**src/rtl/write_buffer_pkg.sv**
```systemverilog
// Shared cache constants and the write-buffer controller state encoding.
package write_buffer_pkg;
    localparam int BLOCK_AW         = 28;
    localparam int BLOCK_DW         = 128;
    localparam int WB_DEPTH_DEFAULT = 4;

    typedef enum logic [1:0] {
        WB_IDLE   = 2'd0,
        WB_MEM_RD = 2'd1,
        WB_MEM_WR = 2'd2,
        WB_RESP   = 2'd3
    } wb_state_e;
endpackage

```
**src/rtl/write_buffer_fifo.sv**
```systemverilog
// Circular store of pending block writes with a youngest-match address lookup.
module wb_fifo
    import write_buffer_pkg::*;
#(
    parameter int DEPTH = WB_DEPTH_DEFAULT
) (
    input  logic                clk,
    input  logic                rst,
    input  logic                push,
    input  logic                coalesce,
    input  logic                pop,
    input  logic [BLOCK_AW-1:0] wr_addr,
    input  logic [BLOCK_DW-1:0] wr_data,
    input  logic [BLOCK_AW-1:0] lookup_addr,
    output logic                hit,
    output logic [BLOCK_DW-1:0] hit_data,
    output logic [BLOCK_AW-1:0] head_addr,
    output logic [BLOCK_DW-1:0] head_data,
    output logic                full,
    output logic                empty
);
    localparam int PW = $clog2(DEPTH);
    localparam int CW = PW + 1;

    logic [PW-1:0]       head_reg;
    logic [PW-1:0]       tail_reg;
    logic [CW-1:0]       count_reg;
    logic [DEPTH-1:0]    slot_match;
    logic [BLOCK_AW-1:0] slot_addr [DEPTH];
    logic [BLOCK_DW-1:0] slot_data [DEPTH];
    logic [PW-1:0]       hit_idx;
    logic [PW-1:0]       scan_idx;

    function automatic logic [PW-1:0] ptr_inc(input logic [PW-1:0] p);
        return (p == PW'(DEPTH - 1)) ? '0 : p + 1'b1;
    endfunction

    genvar gi;
    generate
        for (gi = 0; gi < DEPTH; gi++) begin : g_slot
            logic                valid_reg;
            logic [BLOCK_AW-1:0] addr_reg;
            logic [BLOCK_DW-1:0] data_reg;

            always_ff @(posedge clk or posedge rst) begin
                if (rst) begin
                    valid_reg <= 1'b0;
                end else if (push && tail_reg == PW'(gi)) begin
                    valid_reg <= 1'b1;
                end else if (pop && head_reg == PW'(gi)) begin
                    valid_reg <= 1'b0;
                end
            end

            // Payload needs no reset: it is only ever observed through valid_reg.
            always_ff @(posedge clk) begin
                if (push && tail_reg == PW'(gi)) begin
                    addr_reg <= wr_addr;
                    data_reg <= wr_data;
                end else if (coalesce && hit_idx == PW'(gi)) begin
                    data_reg <= wr_data;
                end
            end

            assign slot_match[gi] = valid_reg && (addr_reg == lookup_addr);
            assign slot_addr[gi]  = addr_reg;
            assign slot_data[gi]  = data_reg;
        end
    endgenerate

    // Scan oldest to youngest so the last match seen is the youngest one.
    always_comb begin
        hit      = 1'b0;
        hit_idx  = '0;
        scan_idx = head_reg;
        for (int k = 0; k < DEPTH; k++) begin
            if (slot_match[scan_idx]) begin
                hit     = 1'b1;
                hit_idx = scan_idx;
            end
            scan_idx = ptr_inc(scan_idx);
        end
    end

    always_ff @(posedge clk or posedge rst) begin
        if (rst) begin
            head_reg  <= '0;
            tail_reg  <= '0;
            count_reg <= '0;
        end else begin
            if (push) begin
                tail_reg <= ptr_inc(tail_reg);
            end
            if (pop) begin
                head_reg <= ptr_inc(head_reg);
            end
            count_reg <= count_reg + CW'(push) - CW'(pop);
        end
    end

    assign hit_data  = slot_data[hit_idx];
    assign head_addr = slot_addr[head_reg];
    assign head_data = slot_data[head_reg];
    assign full      = (count_reg == CW'(DEPTH));
    assign empty     = (count_reg == '0);
endmodule

```
**src/rtl/write_buffer.sv**
```systemverilog
// Write buffer between cache and memory: buffers block writes, serves reads
// from pending writes, and drains one entry at a time to memory.
module write_buffer
    import write_buffer_pkg::*;
#(
    parameter int DEPTH = WB_DEPTH_DEFAULT
) (
    input  logic                clk,
    input  logic                proc_reset,
    input  logic                c_read,
    input  logic                c_write,
    input  logic [BLOCK_AW-1:0] c_addr,
    input  logic [BLOCK_DW-1:0] c_wdata,
    output logic [BLOCK_DW-1:0] c_rdata,
    output logic                c_ready,
    output logic                mem_read,
    output logic                mem_write,
    output logic [BLOCK_AW-1:0] mem_addr,
    output logic [BLOCK_DW-1:0] mem_wdata,
    input  logic [BLOCK_DW-1:0] mem_rdata,
    input  logic                mem_ready
);
    wb_state_e           state_reg, state_next;
    logic [BLOCK_AW-1:0] rd_addr_reg, rd_addr_next;
    logic [BLOCK_DW-1:0] rdata_reg, rdata_next;

    logic                fifo_push;
    logic                fifo_coalesce;
    logic                fifo_pop;
    logic                hit;
    logic [BLOCK_DW-1:0] hit_data;
    logic [BLOCK_AW-1:0] head_addr;
    logic [BLOCK_DW-1:0] head_data;
    logic                full;
    logic                empty;

    wb_fifo #(
        .DEPTH(DEPTH)
    ) u_fifo (
        .clk        (clk),
        .rst        (proc_reset),
        .push       (fifo_push),
        .coalesce   (fifo_coalesce),
        .pop        (fifo_pop),
        .wr_addr    (c_addr),
        .wr_data    (c_wdata),
        .lookup_addr(c_addr),
        .hit        (hit),
        .hit_data   (hit_data),
        .head_addr  (head_addr),
        .head_data  (head_data),
        .full       (full),
        .empty      (empty)
    );

    always_ff @(posedge clk or posedge proc_reset) begin
        if (proc_reset) begin
            state_reg   <= WB_IDLE;
            rd_addr_reg <= '0;
            rdata_reg   <= '0;
        end else begin
            state_reg   <= state_next;
            rd_addr_reg <= rd_addr_next;
            rdata_reg   <= rdata_next;
        end
    end

    always_comb begin
        state_next    = state_reg;
        rd_addr_next  = rd_addr_reg;
        rdata_next    = rdata_reg;
        fifo_push     = 1'b0;
        fifo_coalesce = 1'b0;
        fifo_pop      = 1'b0;
        case (state_reg)
            WB_IDLE: begin
                if (c_read && hit) begin
                    rdata_next = hit_data;
                    state_next = WB_RESP;
                end else if (c_read) begin
                    rd_addr_next = c_addr;
                    state_next   = WB_MEM_RD;
                end else if (c_write && hit) begin
                    fifo_coalesce = 1'b1;
                    rdata_next    = '0;
                    state_next    = WB_RESP;
                end else if (c_write && !full) begin
                    fifo_push  = 1'b1;
                    rdata_next = '0;
                    state_next = WB_RESP;
                end else if (!empty) begin
                    // A write blocked on a full buffer also lands here.
                    state_next = WB_MEM_WR;
                end
            end
            WB_MEM_RD: begin
                if (mem_ready) begin
                    rdata_next = mem_rdata;
                    state_next = WB_RESP;
                end
            end
            WB_MEM_WR: begin
                if (mem_ready) begin
                    fifo_pop = 1'b1;
                    // The drained head is still visible to the lookup this cycle.
                    if (c_read && hit) begin
                        rdata_next = hit_data;
                        state_next = WB_RESP;
                    end else begin
                        state_next = WB_IDLE;
                    end
                end
            end
            WB_RESP: begin
                state_next = WB_IDLE;
            end
            default: begin
                state_next = WB_IDLE;
            end
        endcase
    end

    assign c_ready   = (state_reg == WB_RESP);
    assign c_rdata   = c_ready ? rdata_reg : '0;
    assign mem_read  = (state_reg == WB_MEM_RD);
    assign mem_write = (state_reg == WB_MEM_WR);
    assign mem_addr  = mem_read ? rd_addr_reg : (mem_write ? head_addr : '0);
    assign mem_wdata = mem_write ? head_data : '0;
endmodule

```
**config.mk**
```make
export PLATFORM = sky130hd
export DESIGN_NAME = write_buffer
export DESIGN_NICKNAME = d
export VERILOG_FILES = /design/src/rtl/write_buffer_pkg.sv /design/src/rtl/write_buffer_fifo.sv /design/src/rtl/write_buffer.sv
export SDC_FILE = /design/constraint.sdc
export NUM_CORES = 1
export LEC_CHECK = 0
export CORE_ASPECT_RATIO = 1.1
export CORE_MARGIN = 3
export CORE_UTILIZATION = 57
export CTS_BUF_LIST = sky130_fd_sc_hd__clkbuf_8
export DETAILED_ROUTE_END_ITERATION = 6
export GPL_TIMING_DRIVEN = 1
export PLACE_DENSITY = 0.92
export SLEW_MARGIN = 10
export SYNTH_ARGS = -nofsm -noshare
export SYNTH_HDL_FRONTEND = slang
export SYNTH_SLANG_ARGS = --single-unit
```
**constraint.sdc**
```tcl
create_clock -name clk -period 11.5 [get_ports clk]
set_input_delay 1.725 -clock clk [delete_from_list [all_inputs] [get_ports clk]]
set_output_delay 1.725 -clock clk [all_outputs]
set_load 0.1 [all_outputs]
```
## Word level (Yosys, flattened, before mapping)

Index checks and enable logic that the tools add are counted.

| storage, ports and cells | value |
|---|---|
| input port bits | 289 |
| register bits | 793 |
| word-level logic and storage cells | 172 |
| output and inout bits | 287 |

| cells by class | value |
|---|---|
| multiplexer cells | 77 |
| reduce and logical (&&, ||, !) cells | 37 |
| add/sub/neg operators | 6 |
| magnitude comparators | 6 |
| bitwise logic cells | 3 |
| equality and inequality tests | 25 |

Operators with widths:

| cell | number |
|---|---|
| 2-to-1 mux 128 bit | 21 |
| binary-select mux 128 bit (select 2 bit) | 2 |
| case mux 128 bit (3 select lines) | 1 |
| equality test 28 bit | 4 |
| 2-to-1 mux 28 bit | 4 |
| binary-select mux 28 bit (select 2 bit) | 1 |
| 2-to-1 mux 2 bit | 16 |
| 2-to-1 mux 1 bit | 27 |
| equality test 2 bit, second input constant | 10 |
| logical AND 1 bit | 19 |
| nonzero test 2 bit | 8 |
| less-than comparator 2 x 3 -> 1 bit, second input constant | 4 |
| adder 2 x 1 -> 2 bit, second input constant | 4 |
| binary-select mux 1 bit (select 2 bit) | 4 |
| equality test 2 x 1 -> 1 bit, second input constant | 4 |
| zero test 2 bit | 4 |
| case mux 2 bit (4 select lines) | 1 |
| >= comparator 3 bit, second input constant | 2 |
| != test 2 x 1 -> 1 bit, second input constant | 3 |
| != test 6 bit, second input constant | 1 |
| NOT 2 -> 3 bit | 2 |
| AND reduction 3 bit | 2 |
| AND reduction 6 bit | 1 |
| != test 4 bit, second input constant | 1 |
| 8 further kinds | 8 |

## Depth between registers and ports, before layout

Gate-level depths: netlist of the first run.

| depth | value |
|---|---|
| depth after elaboration | 17 |
| gate-level depth with buffers | 14 |
| depth with buffers taken out | 10 |

## Hierarchy

From an unflattened synthesis of the first run, not the netlist that was laid out.

| unflattened totals | value |
|---|---|
| cell total of the unflattened synthesis | 2301 |
| area, all modules | 38689.6 µm² |

By module, submodules not included:

| module | area an instance (µm²) | sequential area each (µm²) | cells each | times used |
|---|---|---|---|---|
| wb_fifo | 28132.0 | 19013.2 | 1302 | 1 |
| write_buffer | 10557.6 | 3953.8 | 999 | 1 |

## Least setup slack after synthesis of the first run

Ideal clock, no wire load.

| timing path | value |
|---|---|
| kind | input to register |
| from | input port c_addr[16] |
| to | register u_fifo.g_slot[2].data_reg[0] (enable) |
| data arrival time | 9692 ps |
| cell stages on the path | 11 |
| data required time | 10858 ps |
| setup slack | 1166 ps |
| path buffers | 3 |
| library setup time | 642 ps |
| cell sequence | clkbuf_1 -> xnor2_1 -> nand4_1 -> nor4_4 -> and2_1 -> a21oi_1 -> mux2_2 -> clkbuf_1 -> clkbuf_1 -> and2_1 -> o21bai_1 |

| on the way | value |
|---|---|
| cells in the longest elaborated chain, start to end | 15 |
| elaborated cells on any way between the ends | 38 |
| classes of those cells | 5 x eq/ne; 24 x mux; 9 x reduce/logical |

Ends and longest elaborated chain:

| what | line | RTL |
|---|---|---|
| from (decl) | write_buffer.sv:12 | `input logic [BLOCK_AW-1:0] c_addr,` |
| equality test 28 bit | write_buffer_fifo.sv:65 | `assign slot_match[gi] = valid_reg && (addr_reg == lookup_addr);` |
| logical AND 1 bit | write_buffer_fifo.sv:65 |  |
| binary-select mux 1 bit (select 2 bit) | write_buffer_fifo.sv:77 | `if (slot_match[scan_idx]) begin` |
| 2-to-1 mux 1 bit (not written as such) | write_buffer_fifo.sv:77 |  |
| 2-to-1 mux 1 bit (4 in a row) | write_buffer_fifo.sv:77 |  |
| logical AND 1 bit | write_buffer.sv:83 | `end else if (c_write && hit) begin` |
| 2-to-1 mux 1 bit | write_buffer.sv:83 |  |
| 2-to-1 mux 1 bit | write_buffer.sv:80 | `end else if (c_read) begin` |
| 2-to-1 mux 1 bit | write_buffer.sv:77 | `if (c_read && hit) begin` |
| 2-to-1 mux 1 bit | write_buffer.sv:75 | `case (state_reg)` |
| logical AND 1 bit, on equally long branches | write_buffer_fifo.sv:60, write_buffer_fifo.sv:57 |  |
| nonzero test 2 bit (no source line) (*) | -- |  |
| to (signal assigned) | write_buffer_fifo.sv:59 | `data_reg <= wr_data;` |
| to (signal assigned) | write_buffer_fifo.sv:61 | `data_reg <= wr_data;` |
| to (decl) | write_buffer_fifo.sv:43 | `logic [BLOCK_DW-1:0] data_reg;` |

Every way passes the cells marked *; elsewhere a longest branch is shown, timed or not. The select of a mux whose other input is x is not followed.
A chain may end at the register's enable or synchronous reset.

## Final worst setup path of the first run

| timing path | value |
|---|---|
| from | register u_fifo.head_reg[1] |
| to | output port mem_wdata[112] |

| on the way | value |
|---|---|
| cells in the longest elaborated chain, start to end | 5 |

Ends and longest elaborated chain:

| what | line | RTL |
|---|---|---|
| from (decl) | write_buffer_fifo.sv:25 | `logic [PW-1:0] head_reg;` |
| from (signal assigned) | write_buffer_fifo.sv:95 | `head_reg <= ptr_inc(head_reg);` |
| NOT 2 -> 3 bit (not written as such) | write_buffer_fifo.sv:103 | `assign head_data = slot_data[head_reg];` |
| binary-select mux 128 bit (select 2 bit) | write_buffer_fifo.sv:103 |  |
| 2-to-1 mux 128 bit (not written as such) (2 in a row) | write_buffer_fifo.sv:103 |  |
| 2-to-1 mux 128 bit | write_buffer.sv:128 | `assign mem_wdata = mem_write ? head_data : '0;` |
| to (decl) | write_buffer.sv:19 | `output logic [BLOCK_DW-1:0] mem_wdata,` |

No other way between the ends. The select of a mux whose other input is x is not followed.

==> impl_metrics.toml, run 1 <==
[place]
place.gp.congestion = 0.938
io_buffer_count = 575
dp_hpwl_mm = 79.3

[floorplanning]
start_util_pct = 58.1
fp.dieArea_um2 = 71400
rows = 99
io_pins = 576
die_x_um = 255
coreArea_um2 = 67000
dieHeight_um = 280

[global_route]
top_usage_layer = "met2"
grt_max_degree = 242
use_met3_pct = 9.55
overflow = 0
grt_pass1_wl_mm = 191
grt_usage_pct = 36.0
gr-usage-met1_pct = 44.6
grt_antenna_before_repair = 43
grt_pass1_vias = 30240
met2_usage_pct = 56.5

[detailed_routing]
antenna_left = 0
wl_mm = 130
drt-pass1-iter-count = 6
route.detailed.drc = 0
wl_per_cell_um = 28.6
vias_per_cell = 6.67
dr.first_iter.drc_count = 3916
via_count = 30253

[worst_setup_path]
path_cells = "buf_4 > buf_4 > mux4_2 > and2_1 > clkdlybuf4s50_1"
cp_top_family = "buffers and inverters"
crit_type = "reg2out"
start_kind = "flop"
required_ns = 9.78
crit_path_max_fanout = 57
cp_data_arrival_time_ns = 5.38
slowest_delay_ns = 1.28
cp-end-kind = "output port"
path_buf_inv = 3
cp_common_cell = "buf_4"
slowest_stage = "clkdlybuf4s50_1"

[sta]
clock_skew_ns = 0.0440
finalHoldViolCount = 0
timing.fmax_mhz = 141
maxSlewHeadroom_pct = 16.0
rsz0062_at_grt = "false"
setup-tns-final_ns = 0
finalCritPeriodShare_pct = 61.8
setup_violations = 0
min_period_ns = 7.11
worstMarginPinSlew_ns = 1.26
slew_violations = 0

[final_layout]
nFillCells = 4214
area.growth.synth_to_final_pct = 23.0
largest_reg_flops = 512
most-common-layout-cells = "624 x edfxtp_1, 573 x clkdlybuf4s50_1, 269 x and2_1, 259 x and3_1, 255 x a21boi_0"
final_common_cell = "edfxtp_1"
drive_gt1_share_pct = 12.4
nNetsFinal = 3784
register_area_um2 = 23000
multi_input_area_um2 = 14900

[logic_synthesis]
synth_edf_count = 624
synth.distinct_cells = 59
syn-cell-area_um2 = 38900
synth_cells = 3015
synth_area_leader_cell = "edfxtp_1"
synth_top_area_share_pct = 48.1
syn_nets = 3319
avgSynthCellArea_um2 = 12.9
ys_seq_elements = 793
synth_flop_cell = "edfxtp_1"
yosys_warnings = 0
synthArstFlopShare_pct = 21.3
ys_top_cells_by_area = "edfxtp_1 48%, dfrtp_1 11%, mux4_2 9.0%"
yosysSeqAreaShare_pct = 59.0

[run_status]
status = "finished, final reports clean"

[clocking]
cts_tree = "yes"
cts_setup_buffers = 0
cts_made_buffers = 130
clockRootBuffer = "clkbuf_8"
ctsHoldBuffers = 0
clockBufferDepth = 3
htree_levels = 4
clock_latency_ns = 0.78
cts.sink_count = 793
cts_resized = 0
clk_pin_slew_ns = 0.06

[run]
cap_violations = 0

[power_and_ir_drop]
p_leak_nw = 16.7
peakVddDrop_v = 0.000340
power.density_nw_per_um2 = 317
power_mw = 15.2

[min_path]
hold_path_class = "reg2reg"
==> metrics by stage <==
stage | instance area, um2 | instances | setup slack [ns] | utilization, % | hold slack (ns)
2_1_floorplan | 38900 | 3015 | 1.17 | - | 0.450
3_3_place_gp | 45100 | 4257 | 3.98 | 67.4 | 0.490
3_5_place_dp | 45100 | 4257 | 3.91 | 67.4 | 0.496
4_1_cts | 47800 | 4497 | 4.40 | 71.3 | 0.509
5_1_grt | 47800 | 4527 | 4.26 | 71.4 | 0.527
6_report | 47900 | 4536 | 4.39 | 71.4 | 0.507
==> final timing paths <==
path	end	start	cells past startpoint	slack [ns]
setup / recovery	mem_wdata[112]	u_fifo.head_reg[1]	5	4.39
hold / removal	rd_addr_reg[18]	rd_addr_reg[18]	1	0.51
setup reg to reg	u_fifo.g_slot[3].data_reg[35]	u_fifo.head_reg[1]	12	4.65
hold reg to reg	rd_addr_reg[18]	rd_addr_reg[18]	1	0.51
max in group asynchronous	rdata_reg[107]	proc_reset	3	8.67
min in group asynchronous	rdata_reg[94]	proc_reset	2	1.46
==> synth_stat cells (17+ instances only) <==
| library cell | number |
|---|---|
| and2_1 | 270 |
| o21ai_1 | 250 |
| nand4_1 | 33 |
| edfxtp_1 | 624 |
| and3_1 | 259 |
| buf_2 | 63 |
| a31oi_1 | 128 |
| a21boi_0 | 255 |
| dfrtp_1 | 169 |
| buf_1 | 37 |
| nor2_1 | 134 |
| a22o_1 | 29 |
| o21ai_0 | 17 |
| mux2_2 | 30 |
| clkbuf_1 | 180 |
| mux4_2 | 156 |
| xnor2_1 | 101 |
| nand2_1 | 23 |
| a21oi_1 | 136 |
==> power breakdown <==
group / switching (mW) / internal (mW)
logic: 6.08 / 2.54
registers: 0.364 / 3.71
clock network: 1.20 / 1.30
==> cells by family after synthesis <==
group	Yosys count	share of synthesized area [%]
AO/OA/AOI/OAI	850	13.6
flip-flops	793	59.0
AND/OR/NAND/NOR	759	11.3
buffers and inverters	298	3.13
multiplexers	186	9.90
XOR/XNOR	114	2.57
adder cells (fa/ha/maj)	15	0.502
==> layout make-up <==
type                    count  area share [%]
clock inverters            89            1.16
well taps                 909            2.38
flip-flops and latches    793            48.0
clock buffers             151            4.34
multi-input cells        1924            31.1
repair buffers            618            12.7
inverters                  13           0.118
diodes                     39           0.204
==> routing by layer <==
metal / up-vias / wire [um]
met5: - / 67
met4: 10 / 9140
met3: 549 / 14800
met2: 2472 / 61800
met1: 14783 / 43600
li1: 12439 / -
No activity file was read; power rests on OpenSTA's default activity.
==> inputs of run 2 (changes only) <==
Settings changed: CORE_UTILIZATION 57 to 51, PLACE_DENSITY 0.92 to 0.88.
Clock period 11.5 ns to 5.9 ns, I/O delays scaled along.
==> impl_metrics.toml, run 2 (synthesized netlist as in run 1, its figures left out) <==
[clocking]
clock_latency_ns = 0.80
cts.sink_count = 793
clockBufferDepth = 3
cts_tree = "yes"
clockRootBuffer = "clkbuf_8"
clk_pin_slew_ns = 0.06
cts_made_buffers = 133
cts_resized = 0
ctsHoldBuffers = 0
htree_levels = 4
cts_setup_buffers = 0

[sta]
slew_violations = 0
finalCritPeriodShare_pct = 86.9
setup_violations = 0
clock_skew_ns = 0.0730
min_period_ns = 5.13
timing.fmax_mhz = 195
maxSlewHeadroom_pct = 19.4
rsz0062_at_grt = "false"
setup-tns-final_ns = 0
finalHoldViolCount = 0
worstMarginPinSlew_ns = 1.21

[floorplanning]
io_pins = 576
dieHeight_um = 296
start_util_pct = 51.8
die_x_um = 269
rows = 105
coreArea_um2 = 75100
fp.dieArea_um2 = 79700

[global_route]
grt_pass1_vias = 30372
grt_antenna_before_repair = 27
grt_max_degree = 239
overflow = 0
grt_pass1_wl_mm = 187
grt_usage_pct = 30.6

[detailed_routing]
route.detailed.drc = 0
vias_per_cell = 6.45
dr.first_iter.drc_count = 3669
via_count = 29947
drt-pass1-iter-count = 5
wl_per_cell_um = 27.1
antenna_left = 0
wl_mm = 126

[final_layout]
nFillCells = 5222
final_common_cell = "edfxtp_1"
final_area_um2 = 48300
drive_gt1_share_pct = 13.6
multi_input_area_um2 = 14900
nNetsFinal = 3799
largest_reg_flops = 512
register_area_um2 = 23000
area.growth.synth_to_final_pct = 24.2
fin_util_pct = 64.3
most-common-layout-cells = "624 x edfxtp_1, 538 x clkdlybuf4s50_1, 269 x and2_1, 259 x and3_1, 255 x a21boi_0"

[place]
io_buffer_count = 575
dpl-instance-area_um2 = 45600
place.gp.congestion = 0.964
dp_hpwl_mm = 75.7

[worst_setup_path]
start_kind = "flop"
crit_path_max_fanout = 111
path_cells = "buf_12 > buf_4 > mux4_2 > and2_1 > clkdlybuf4s50_1"
required_ns = 5.02
cp_data_arrival_time_ns = 4.24
slowest_stage = "clkdlybuf4s50_1"
crit_type = "reg2out"
slowest_delay_ns = 0.97
cp-end-kind = "output port"

[power_and_ir_drop]
swShare_pct = 49.8
p_leak_nw = 16.9
combPwrFrac_pct = 57.1
peakVddDrop_v = 0.000671
p_switching_mw = 14.9
clock_power_share_pct = 16.7
power.density_nw_per_um2 = 617
p_int_mw = 15.0
seq_power_share_pct = 26.2

[run_status]
status = "finished, final reports clean"

[min_path]
hold_path_class = "reg2reg"

[run]
cap_violations = 0
[run 2: path summary, 6_finish.rpt]
path                                     from                           end  slack [ns]  cells past startpoint
max reg2reg                u_fifo.head_reg[0]  u_fifo.g_slot[3].data_reg[4]        0.81                     10
min                           rd_addr_reg[25]               rd_addr_reg[25]        0.51                      1
min in group asynchronous          proc_reset    u_fifo.g_slot[2].valid_reg        0.64                      2
max                        u_fifo.head_reg[1]                  mem_wdata[5]        0.77                      5
min reg2reg                   rd_addr_reg[25]               rd_addr_reg[25]        0.51                      1
max in group asynchronous          proc_reset                 rdata_reg[22]        4.01                      3
[run 2: cell type report]
cell class	instances	share of cell area, %
inverter	13	0.116
multi-input combinational	1924	30.8
timing repair buffer	630	13.2
clock inverter	96	1.37
tap	1016	2.63
clock buffer	149	4.24
antenna	23	0.119
sequential	793	47.5
[run 2: through the flow]
step / hold WS, ns / power (mW) / std cells / setup slack, ns
6_report: 0.509 / 29.8 / 4644 / 0.771
5_1_grt: 0.523 / 31.0 / 4638 / 0.535
4_1_cts: 0.507 / 29.7 / 4621 / 0.596
3_5_place_dp: 0.493 / 24.7 / 4376 / 0.573
3_3_place_gp: 0.490 / 24.3 / 4376 / 0.661
2_1_floorplan: 0.450 / 20.0 / 3015 / 0.350
[run 2: metal layers]
metal	wire length (um)	part of all wire (%)	track usage, %	vias to the layer above
met1	42400	34	36.2	14647
met4	7500	6.0	17.7	10
met2	61300	49	50.6	2354
met3	14500	12	9.00	479
li1	-	-	-	12457
met5	68	0.054	0	-
[run 2: worst max-delay path, delay by kind of cell (launching register included)]
family	cells	cell delay (ns)
buffers and inverters	3	2.23
multiplexers	1	0.59
flip-flops	1	0.44
AND/OR/NAND/NOR	1	0.19
[run 2: power by group through the flow]
stage / registers [mW] / logic [mW] / clock network, mW
finish: 7.82 / 17.0 / 4.99
global route: 7.89 / 17.8 / 5.31
CTS: 7.78 / 16.9 / 5.04
detailed placement: 7.88 / 16.8 / 0
global placement: 7.81 / 16.5 / 0
floorplan: 7.64 / 12.4 / 0
